$ cat config.mk
export PLATFORM = sky130hd
export DESIGN_NAME = operand_fetch
export DESIGN_NICKNAME = d
export VERILOG_FILES = /design/src/rtl/operand_fetch.sv
export SDC_FILE = /design/constraint.sdc
export NUM_CORES = 1
export LEC_CHECK = 0
export CORE_AREA = 3 3 119 121
export CTS_BUF_LIST = sky130_fd_sc_hd__clkbuf_8
export DETAILED_ROUTE_END_ITERATION = 10
export DIE_AREA = 0 0 122 124
export PLACE_DENSITY = 0.77
export SLEW_MARGIN = 20
export SYNTH_ARGS = -nofsm -noshare
export SYNTH_HDL_FRONTEND = slang
export SYNTH_SLANG_ARGS = --single-unit
$ cat constraint.sdc
create_clock -name clk -period 2.6 [get_ports clk]
set_clock_uncertainty 0.2 [all_clocks]
set_input_delay 0.26 -clock clk [delete_from_list [all_inputs] [get_ports clk]]
set_output_delay 0.26 -clock clk [all_outputs]
set_load 0.02 [all_outputs]
$ cat src/rtl/operand_fetch.sv
// Operand fetch with a register scoreboard, RAW/WAW stalls and a one-deep output register.
// Define OPERAND_FETCH_BYPASS_EN to forward same-cycle writeback data into the operands.
`ifndef WORD_SIZE
`define WORD_SIZE 32
`endif
`ifndef REGADDR_SIZE
`define REGADDR_SIZE 5
`endif

module operand_fetch #(
   parameter int W = `WORD_SIZE,
   parameter int A = `REGADDR_SIZE
) (
   input  logic         clk,
   input  logic         rst,
   input  logic         in_valid,
   output logic         in_ready,
   input  logic [A-1:0] in_src_a,
   input  logic [A-1:0] in_src_b,
   input  logic [A-1:0] in_dst,
   input  logic         in_dst_en,
   output logic [A-1:0] rf_addr_a,
   output logic [A-1:0] rf_addr_b,
   input  logic [W-1:0] rf_dout_a,
   input  logic [W-1:0] rf_dout_b,
   input  logic         wb_valid,
   input  logic [A-1:0] wb_addr,
   input  logic [W-1:0] wb_data,
   output logic         out_valid,
   input  logic         out_ready,
   output logic [W-1:0] out_op_a,
   output logic [W-1:0] out_op_b,
   output logic [A-1:0] out_dst,
   output logic         out_dst_en
);
   localparam int NREG = 1 << A;

   logic [NREG-1:0] r_pending;
   logic [NREG-1:0] w_pending_next;
   logic            r_out_valid;
   logic [W-1:0]    r_op_a;
   logic [W-1:0]    r_op_b;
   logic [A-1:0]    r_dst;
   logic            r_dst_en;

   logic         w_byp_a;
   logic         w_byp_b;
   logic         w_haz_a;
   logic         w_haz_b;
   logic         w_haz_d;
   logic         w_fire;
   logic [W-1:0] w_op_a;
   logic [W-1:0] w_op_b;

   assign rf_addr_a = in_src_a;
   assign rf_addr_b = in_src_b;

`ifdef OPERAND_FETCH_BYPASS_EN
   assign w_byp_a = wb_valid && (wb_addr == in_src_a);
   assign w_byp_b = wb_valid && (wb_addr == in_src_b);
   assign w_op_a  = w_byp_a ? wb_data : rf_dout_a;
   assign w_op_b  = w_byp_b ? wb_data : rf_dout_b;
`else
   logic w_unused_wb_data;
   assign w_byp_a = 1'b0;
   assign w_byp_b = 1'b0;
   assign w_op_a  = rf_dout_a;
   assign w_op_b  = rf_dout_b;
   assign w_unused_wb_data = ^wb_data;
`endif

   assign w_haz_a = r_pending[in_src_a] && !w_byp_a;
   assign w_haz_b = r_pending[in_src_b] && !w_byp_b;
   // A writeback retiring the old result of in_dst lifts the WAW stall in both builds.
   assign w_haz_d = in_dst_en && r_pending[in_dst] && !(wb_valid && (wb_addr == in_dst));

   assign in_ready = !(w_haz_a || w_haz_b || w_haz_d) && (!r_out_valid || out_ready);
   assign w_fire   = in_valid && in_ready;

   // Per-register scoreboard: a new issue to the same register wins over its writeback.
   for (genvar gi = 0; gi < NREG; gi++) begin : g_pend
      assign w_pending_next[gi] = (w_fire && in_dst_en && (in_dst == A'(gi))) ? 1'b1 :
                                  (wb_valid && (wb_addr == A'(gi)))            ? 1'b0 :
                                  r_pending[gi];
   end

   always_ff @(posedge clk) begin
      if (rst) begin
         r_pending   <= '0;
         r_out_valid <= 1'b0;
         r_op_a      <= '0;
         r_op_b      <= '0;
         r_dst       <= '0;
         r_dst_en    <= 1'b0;
      end else begin
         r_pending <= w_pending_next;
         if (w_fire) begin
            r_out_valid <= 1'b1;
            r_op_a      <= w_op_a;
            r_op_b      <= w_op_b;
            r_dst       <= in_dst;
            r_dst_en    <= in_dst_en;
         end else if (out_ready) begin
            r_out_valid <= 1'b0;
         end
      end
   end

   assign out_valid  = r_out_valid;
   assign out_op_a   = r_op_a;
   assign out_op_b   = r_op_b;
   assign out_dst    = r_dst;
   assign out_dst_en = r_dst_en;

endmodule
After elaboration in Yosys (flattened, before gate mapping)

Index checks and enable logic that the tools add are counted.

Add/sub/neg operators: 0
Multiply operators: 0
Divide/modulo/power cells: 0
Order comparisons: 3
Equal/unequal tests: 63
Shifts and indexed selects: 0
Muxes and demuxes: 72
Bitwise operators: 0
Reductions and logical operators: 111

Operators by type and width:

| cell                                                        | count |
|---|---|
| equality test 5 bit (second input constant)                 | 32 |
| equality test 5 x 4 -> 1 bit (second input constant)        | 16 |
| logical AND 1 bit                                           | 70 |
| 2-to-1 mux 1 bit                                            | 69 |
| nonzero test 2 bit                                          | 33 |
| equality test 5 x 3 -> 1 bit (second input constant)        | 8 |
| equality test 5 x 2 -> 1 bit (second input constant)        | 4 |
| less-than comparator 5 x 6 -> 1 bit (second input constant) | 3 |
| binary-select mux 1 bit (select 5 bit)                      | 3 |
| equality test 5 x 1 -> 1 bit (second input constant)        | 2 |
| zero test 5 bit                                             | 2 |
| equality test 5 bit                                         | 1 |
| zero test 1 bit                                             | 3 |
| logical OR 1 bit                                            | 3 |

Flip-flop bits (word level): 103
Bits in latches: 0
Memory bits (writable): 0
Memory bits (read-only): 0
Bits of input ports: 122
Output and inout port bits: 82
Word-level logic and storage cells: 286
Memories: 0

Depth between registers and ports, before layout

Gate-level depths: netlist (run 1).

Depth after elaboration: 11
Mapped depth: 10
Depth with buffers taken out: 6

Least setup slack after synthesis (run 1)

Ideal clock, no wire load.

Path type: input -> register
Start point: input port in_dst[3]
End point: register r_dst[2], in the netlist out_dst[2]
Library setup time: 0.072 ns
Arrival: 2.376 ns
Required time: 2.328 ns
Setup slack: -0.048 ns
Cell stages on the path: 9
Buffers on the path: 3
Cells stage by stage: buf_2 -> mux4_1 -> mux4_2 -> nor2_2 -> o31ai_1 -> and4bb_2 -> buf_6 -> buf_8 -> mux2i_1

Cells in the longest elaborated chain, start to end: 8
Elaborated cells on any way between the ends: 11
Classes of those cells: eq/ne: 1; mux: 2; reduce/logical: 8

Ends and longest elaborated chain:

| item                                                                                 | RTL line | RTL |
|---|---|---|
| start: declaration                                                                   | 20       | `input logic [A-1:0] in_dst,` |
| binary-select mux 1 bit (select 5 bit) / equality test 5 bit (equally long branches) | 75       | `assign w_haz_d = in_dst_en && r_pending[in_dst] && !(wb_valid && (wb_addr == in_dst));` |
| 2-to-1 mux 1 bit (not written as such) / logical AND 1 bit (equally long branches)   | 75       |  |
| logical AND 1 bit / zero test 1 bit (equally long branches)                          | 75       |  |
| logical AND 1 bit *                                                                  | 75       |  |
| logical OR 1 bit *                                                                   | 77       | `assign in_ready = !(w_haz_a \|\| w_haz_b \|\| w_haz_d) && (!r_out_valid \|\| out_ready);` |
| zero test 1 bit *                                                                    | 77       |  |
| logical AND 1 bit *                                                                  | 77       |  |
| logical AND 1 bit *                                                                  | 78       | `assign w_fire = in_valid && in_ready;` |
| end signal: assignment                                                               | 101      | `r_dst <= in_dst;` |
| end: declaration                                                                     | 43       | `logic [A-1:0] r_dst;` |

Every way passes the cells marked *; elsewhere a longest branch is shown, timed or not. The select of a mux whose other input is x is not followed.
A chain may end at the register's enable or synchronous reset.

Worst setup path in the final report (run 1)

Start point: register r_pending[27]
End point: register r_op_b[30], in the netlist out_op_b[30]

Cells in the longest elaborated chain, start to end: 8
Elaborated cells on any way between the ends: 13
Classes of those cells: mux: 6; reduce/logical: 7

Ends and longest elaborated chain:

| item                                   | RTL line | RTL |
|---|---|---|
| start: declaration                     | 38       | `logic [NREG-1:0] r_pending;` |
| start signal: assignment               | 96       | `r_pending <= w_pending_next;` |
| binary-select mux 1 bit (select 5 bit) | 75       |  |
| 2-to-1 mux 1 bit (not written as such) | 75       |  |
| logical AND 1 bit (2 in a row)         | 75       |  |
| logical OR 1 bit *                     | 77       |  |
| zero test 1 bit *                      | 77       |  |
| logical AND 1 bit *                    | 77       |  |
| logical AND 1 bit *                    | 78       |  |
| end signal: assignment                 | 100      | `r_op_b <= w_op_b;` |
| end: declaration                       | 42       | `logic [W-1:0] r_op_b;` |

Marked as above.

==> flow_metrics.tcl, run 1 <==
set metrics [dict create \
    status "complete, but fails checks" \
    final_max_slew_viol_count 0 \
    hold_path_end "out_op_b[25]" \
    rows 42 \
    rsz0062_at_grt "yes" \
    timing.final.ws_setup_ps -172 \
    die_area_um2 15100 \
    vias 5284 \
    pin_count 204 \
    antenna_found_initial 0 \
    synth_nets 705 \
    nets 908 \
    finalNonFillerCells 966 \
    grt_pass1_wl_mm 27.4 \
    layout_commonest_cell "clkdlybuf4s50_1" \
    hpwlAfterDp_mm 13.0 \
    coreArea_um2 13200 \
    critical_path_class "reg -> reg" \
    p_clk_frac 0.241 \
    cts.sinks 103 \
    rr_endpoint "out_op_b[30]" \
    worstPathMaxFanout 12 \
    violations "setup timing" \
    tightest_slew_ps 860 \
    clock_path_buffers 2 \
    chipWidth_um 122 \
    drcViolationCount 0 \
    mostFrequentLayoutCells "clkdlybuf4s50_1 (165), nand2_1 (164), dfxtp_1 (102), mux2i_1 (89), buf_4 (68)" \
    overflow 0 \
    arrival_ps 2860 \
    yosysWarnings 0 \
    syn_area_um2 5370 \
    p_leak_nw 3.18 \
    synth_seq_cells 103 \
    routed_wirelength_mm 17.7 \
    pwr-share-comb 0.285 \
    drive_gt1_frac 0.170 \
    min_period_over_period 1.07 \
    r2r_cells 8 \
    seqPwrFrac 0.475 \
    max_slew_margin 0.427 \
    min_from "rf_dout_b[25]" \
    holdCritPathClass "in -> reg" \
    r2r_setup_slack_ps -170 \
    cts_made_buffers 9 \
    intPower_w 0.00252 \
    cts_tree "yes" \
    fmax_ghz 0.361 \
    insertion_delay_ps 360 \
    dp_cells 941 \
    final_hold_viol_count 0 \
    switching_share 0.301 \
    grt_max_degree 96 \
    synth_seq_area_share 0.384 \
    grt_use_total 0.231 \
    dp_slack_ps -780 \
    synth_cells 583 \
    grt_pass1_vias 5402 \
    dr.pass1.iters 5 \
    vias_per_cell 5.47 \
    cp.required_ps 2690 \
    chipHeight_um 124 \
    netSwitchingPower_w 0.00109 \
    ys_async_sr_fraction 0 \
    finalCriticalPeriod_ps 2770 \
    crit_path_start_kind "register" \
    hold_ws_ps 242 \
    max_cap_viol_count 0 \
    ys_types 46 \
    p_per_area_nw_per_um2 454 \
    port_buffers 171 \
    cts.clk_slew.worst_paths_ps 100 \
    holdPathStages 3 \
    cts-root-buf "clkbuf_8" \
    setup_viol 96 \
    antenna_left 0 \
    drt_iter0_markers 275 \
    start_util 0.407 \
    cts_max_level 3 \
    ir_drop_mv 0.291 \
    avgSynthCellArea_um2 9.22 \
    synth_edf_count 0 \
    wire_per_inst_um 18.3 \
    place.gp.congestion 1.00 \
    synth_flop_cell "dfxtp_1" \
    area_growth_pct 47.8 \
    diodes 0 \
    crit_path_end_kind "register" \
    r2r_start "r_pending[27]" \
]
metal layers:
layer,GRT usage,wire length (um),share of wire
met1,0.262,6650,0.38
met2,0.381,8440,0.48
met3,0.0749,1850,0.10
met4,0.137,744,0.042
met5,0,0,0
repair_timing:
item | in CTS | in global routing
gates cloned | 4 | 0
resized for setup | 21 | 13
hold buffers | 0 | 0
setup buffers | 8 | 2
endpoints found under the setup margin | 104 | 98
pin swaps | 5 | 3
registers in the layout (all words and copies together), names as in the netlist:
| register | count |
|---|---|
| out_valid | 1 |
| out_dst | 5 |
| r_pending | 32 |
| out_op_a | 32 |
| out_op_b | 32 |
| out_dst_en | 1 |
power groups by stage:
stage / registers [W] / logic, W / clock network, W
finish: 0.00171 / 0.00103 / 0.000868
CTS: 0.00171 / 0.00105 / 0.000887
detailed placement: 0.00175 / 0.000960 / 0
global placement: 0.00174 / 0.000941 / 0
global route: 0.00172 / 0.00109 / 0.000934
floorplan: 0.00185 / 0.000414 / 0
worst max-delay path by stage:
stage,cells after the start,to,slack [ps],from
after global placement,8,in_ready,-760,in_dst[1]
after floorplan,9,out_dst[2],0.5,in_dst[1]
after global routing,7,in_ready,-230,r_pending[27]
after CTS,9,out_dst[3],-150,r_pending[27]
final,8,out_op_b[30],-170,r_pending[27]
after detailed placement,9,out_op_b[19],-780,in_dst[1]
cell families after synthesis:
family                 share of synthesized area
AND/OR/NAND/NOR                            0.195
multiplexers                               0.238
flip-flops                                 0.384
AO/OA/AOI/OAI                              0.102
buffers and inverters                     0.0726
XOR/XNOR                                 0.00815
critical path: stages (launching register included):
cell and delay [ps]:
dfxtp_2 340, mux4_2 490, mux4_2 530, nor2_4 160, o31ai_2 80, and4bb_4 320, buf_12 160, buf_12 170
mux2i_4 240
per-stage QoR:
step | power, W | util | TNS, ps | area (um^2)
final | 0.00361 | 0.602 | -9100 | 7940
after global placement | 0.00269 | 0.571 | -69170 | 7530
after detailed placement | 0.00271 | 0.571 | -72550 | 7530
after floorplan | 0.00226 | - | 0 | 5380
after CTS | 0.00365 | 0.601 | -6880 | 7930
after global routing | 0.00375 | 0.602 | -14750 | 7940
final cells by class:
class	count	area [um^2]
timing repair buffer	250	2440
tap	176	220
sequential	103	2060
multi-input combinational	417	3040
clock buffer	9	124
fill	1091	5250
inverter	5	21.3
clock inverter	6	31.3
Yosys cell counts (2+ instances only):
library cell / number / area share
or3_1: 2 / 0.0023
nor2_1: 11 / 0.0077
o311a_1: 2 / 0.0037
buf_8: 7 / 0.020
nand4_1: 3 / 0.0035
nand2_1: 164 / 0.11
o41ai_1: 16 / 0.026
nand2b_1: 9 / 0.010
a31o_1: 8 / 0.013
o311ai_0: 4 / 0.0065
dfxtp_1: 103 / 0.38
nand4b_1: 3 / 0.0049
and3_1: 3 / 0.0035
nor3_1: 4 / 0.0037
o211ai_1: 7 / 0.0098
inv_1: 5 / 0.0035
nor3b_1: 2 / 0.0028
xnor2_1: 5 / 0.0081
nand3b_1: 2 / 0.0028
a31o_2: 4 / 0.0065
nand3_1: 22 / 0.020
mux4_2: 14 / 0.059
a21oi_1: 9 / 0.0084
mux4_1: 2 / 0.0098
o21ai_0: 4 / 0.0037
mux2i_1: 90 / 0.17
a22oi_1: 4 / 0.0056
buf_4: 10 / 0.014
a211oi_1: 2 / 0.0028
buf_2: 6 / 0.0056
o211a_1: 5 / 0.0093
nor2b_1: 5 / 0.0058
buf_6: 4 / 0.0084
clkbuf_1: 30 / 0.021
(Power assumes the default switching activity.)
==> inputs of run 2 (changes only) <==
--- a/config.mk
+++ b/config.mk
@@ -9,6 +9,7 @@
 export CTS_BUF_LIST = sky130_fd_sc_hd__clkbuf_8
 export DETAILED_ROUTE_END_ITERATION = 10
 export DIE_AREA = 0 0 122 124
+export MAX_ROUTING_LAYER = met4
 export PLACE_DENSITY = 0.77
 export SLEW_MARGIN = 20
 export SYNTH_ARGS = -nofsm -noshare
==> run 2 against run 1 <==
Compared with the run above: the run still ends with setup timing left; clock power grew 44%; die area unchanged; maximum frequency increased by 1.6%; sequential power about the same; sequential share of layout area down 0.87 points; combinational power up 6%; largest cell class unchanged; critical path type unchanged; setup slack better by 44 ps.
==> flow_metrics.tcl, run 2 (same netlist as run 1, synthesis figures left out) <==
set metrics [dict create \
    switching_share 0.284 \
    fin_setup_tns_ps -5850 \
    holdCritPathClass "in -> reg" \
    chipWidth_um 122 \
    routed.top_layer "met4" \
    crit_path_end_kind "register" \
    diodes 0 \
    cp.required_ps 2650 \
    seqPwrFrac 0.423 \
    grt_use_total 0.233 \
    insertion_delay_ps 360 \
    grt_pass1_vias 5351 \
    max_slew_margin 0.527 \
    drive_gt1_frac 0.184 \
    p_leak_nw 3.39 \
    p_per_area_nw_per_um2 493 \
    pwr-share-comb 0.269 \
    coreArea_um2 13200 \
    nets 912 \
    design_area_um2 8230 \
    cts_made_buffers 9 \
    min_period_over_period 1.05 \
    critical_path_class "reg -> reg" \
    grt_pass1_wl_mm 27.0 \
    final_core_utilization 0.624 \
    netSwitchingPower_w 0.00115 \
    cts_max_level 3 \
    postPlaceCellArea_um2 7540 \
    timing.final.ws_setup_ps -128 \
    grt_max_degree 53 \
    tightest_slew_ps 701 \
    final_max_slew_viol_count 0 \
    cts.sinks 103 \
    finalNonFillerCells 971 \
    pin_count 204 \
    vias_per_cell 5.51 \
    chipHeight_um 124 \
    die_area_um2 15100 \
    antenna_left 0 \
    worstPathMaxFanout 5 \
    dp_cells 943 \
    routed-wl-met3_mm 1.74 \
    wl_met2_mm 8.41 \
    drcViolationCount 0 \
    intPower_w 0.00290 \
    hpwlAfterDp_mm 12.7 \
    rows 42 \
    layout_commonest_cell "clkdlybuf4s50_1" \
    finalCriticalPeriod_ps 2730 \
    cts.clk_slew.worst_paths_ps 100 \
    wl_met1_mm 7.05 \
    arrival_ps 2770 \
    cts-root-buf "clkbuf_8" \
    crit_path_start_kind "register" \
    violations "setup timing" \
    wire_per_inst_um 18.5 \
    fmax_ghz 0.367 \
    drt_iter0_markers 360 \
    place.gp.congestion 1.03 \
    cts_tree "yes" \
    clock_path_buffers 2 \
    setup_viol 95 \
    vias 5354 \
    mostFrequentLayoutCells "clkdlybuf4s50_1 (165), nand2_1 (164), dfxtp_1 (99), mux2i_1 (90), buf_4 (66)" \
    p_clk_frac 0.308 \
    routed_wirelength_mm 18.0 \
    area_growth_pct 53.2 \
    rsz0062_at_grt "yes" \
    max_cap_viol_count 0 \
    antenna_found_initial 0 \
    port_buffers 171 \
    dr.pass1.iters 7 \
    final_hold_viol_count 0 \
    start_util 0.407 \
    ir_drop_mv 0.323 \
    status "complete, but fails checks" \
    overflow 0 \
]
[run 2: cell count changes in the layout (fill, tap and decap cells not counted), moves of 3 or more]
cell	change
o41ai_4	+5
buf_12	-4
buf_16	+4
clkbuf_16	+4
bufinv_16	+3
clkinv_2	-3
dfxtp_1	-3
dfxtp_2	+3
o41ai_1	-3
[run 2: metrics by stage]
step	power [W]	setup WS (ps)	hold slack, ps
2_1_floorplan	0.00226	0.530	129
3_3_place_gp	0.00269	-762	242
3_5_place_dp	0.00271	-836	247
4_1_cts	0.00402	-98.7	216
5_1_grt	0.00421	-193	217
6_report	0.00405	-128	238
[run 2: worst max-delay path: stages (launching register included)]
cell and delay, ps:
dfxtp_1 360, mux4_2 500, a32o_1 290, a211oi_2 260, o31ai_2 120, nand4bb_4 310
clkbuf_16 220, o41ai_1 350
[run 2: final timing paths]
check / to / slack, ps / from / depth (start not counted)
worst max-delay path: r_pending[30] / -130 / r_pending[10] / 7
worst min register to register: out_op_a[26] / 260 / out_op_a[26] / 2
worst max register to register: r_pending[30] / -130 / r_pending[10] / 7
worst min-delay path: out_op_a[9] / 240 / rf_dout_a[9] / 3
[run 2: cell type report]
class / instances / area (um^2)
Multi-Input combinational cell: 417 / 3090
Inverter: 5 / 21.3
Tap cell: 176 / 220
Clock inverter: 6 / 116
Fill cell: 1044 / 4960
Clock buffer: 10 / 138
Timing Repair Buffer: 254 / 2580
Sequential cell: 103 / 2070
[run 2: per-layer routing]
metal,GRT usage,up-vias
met4,0.106,0
met1,0.281,2507
li1,-,2467
met3,0.0636,60
met2,0.364,320
met5,-,-
[run 2: power by group through the flow]
| stage | registers [W] | logic, W | clock network (W) |
|---|---|---|---|
| after global routing | 0.00173 | 0.00115 | 0.00134 |
| after detailed placement | 0.00175 | 0.000962 | 0 |
| after global placement | 0.00175 | 0.000945 | 0 |
| final | 0.00171 | 0.00109 | 0.00125 |
| after floorplan | 0.00185 | 0.000414 | 0 |
| after CTS | 0.00171 | 0.00103 | 0.00128 |
[run 2: what timing repair did]
action / in CTS / in global routing
pin swaps: 3 / 7
resized for setup: 20 / 25
cloned: 3 / 4
setup buffers: 5 / 0
endpoints found under the setup margin: 104 / 98
hold buffers: 0 / 0
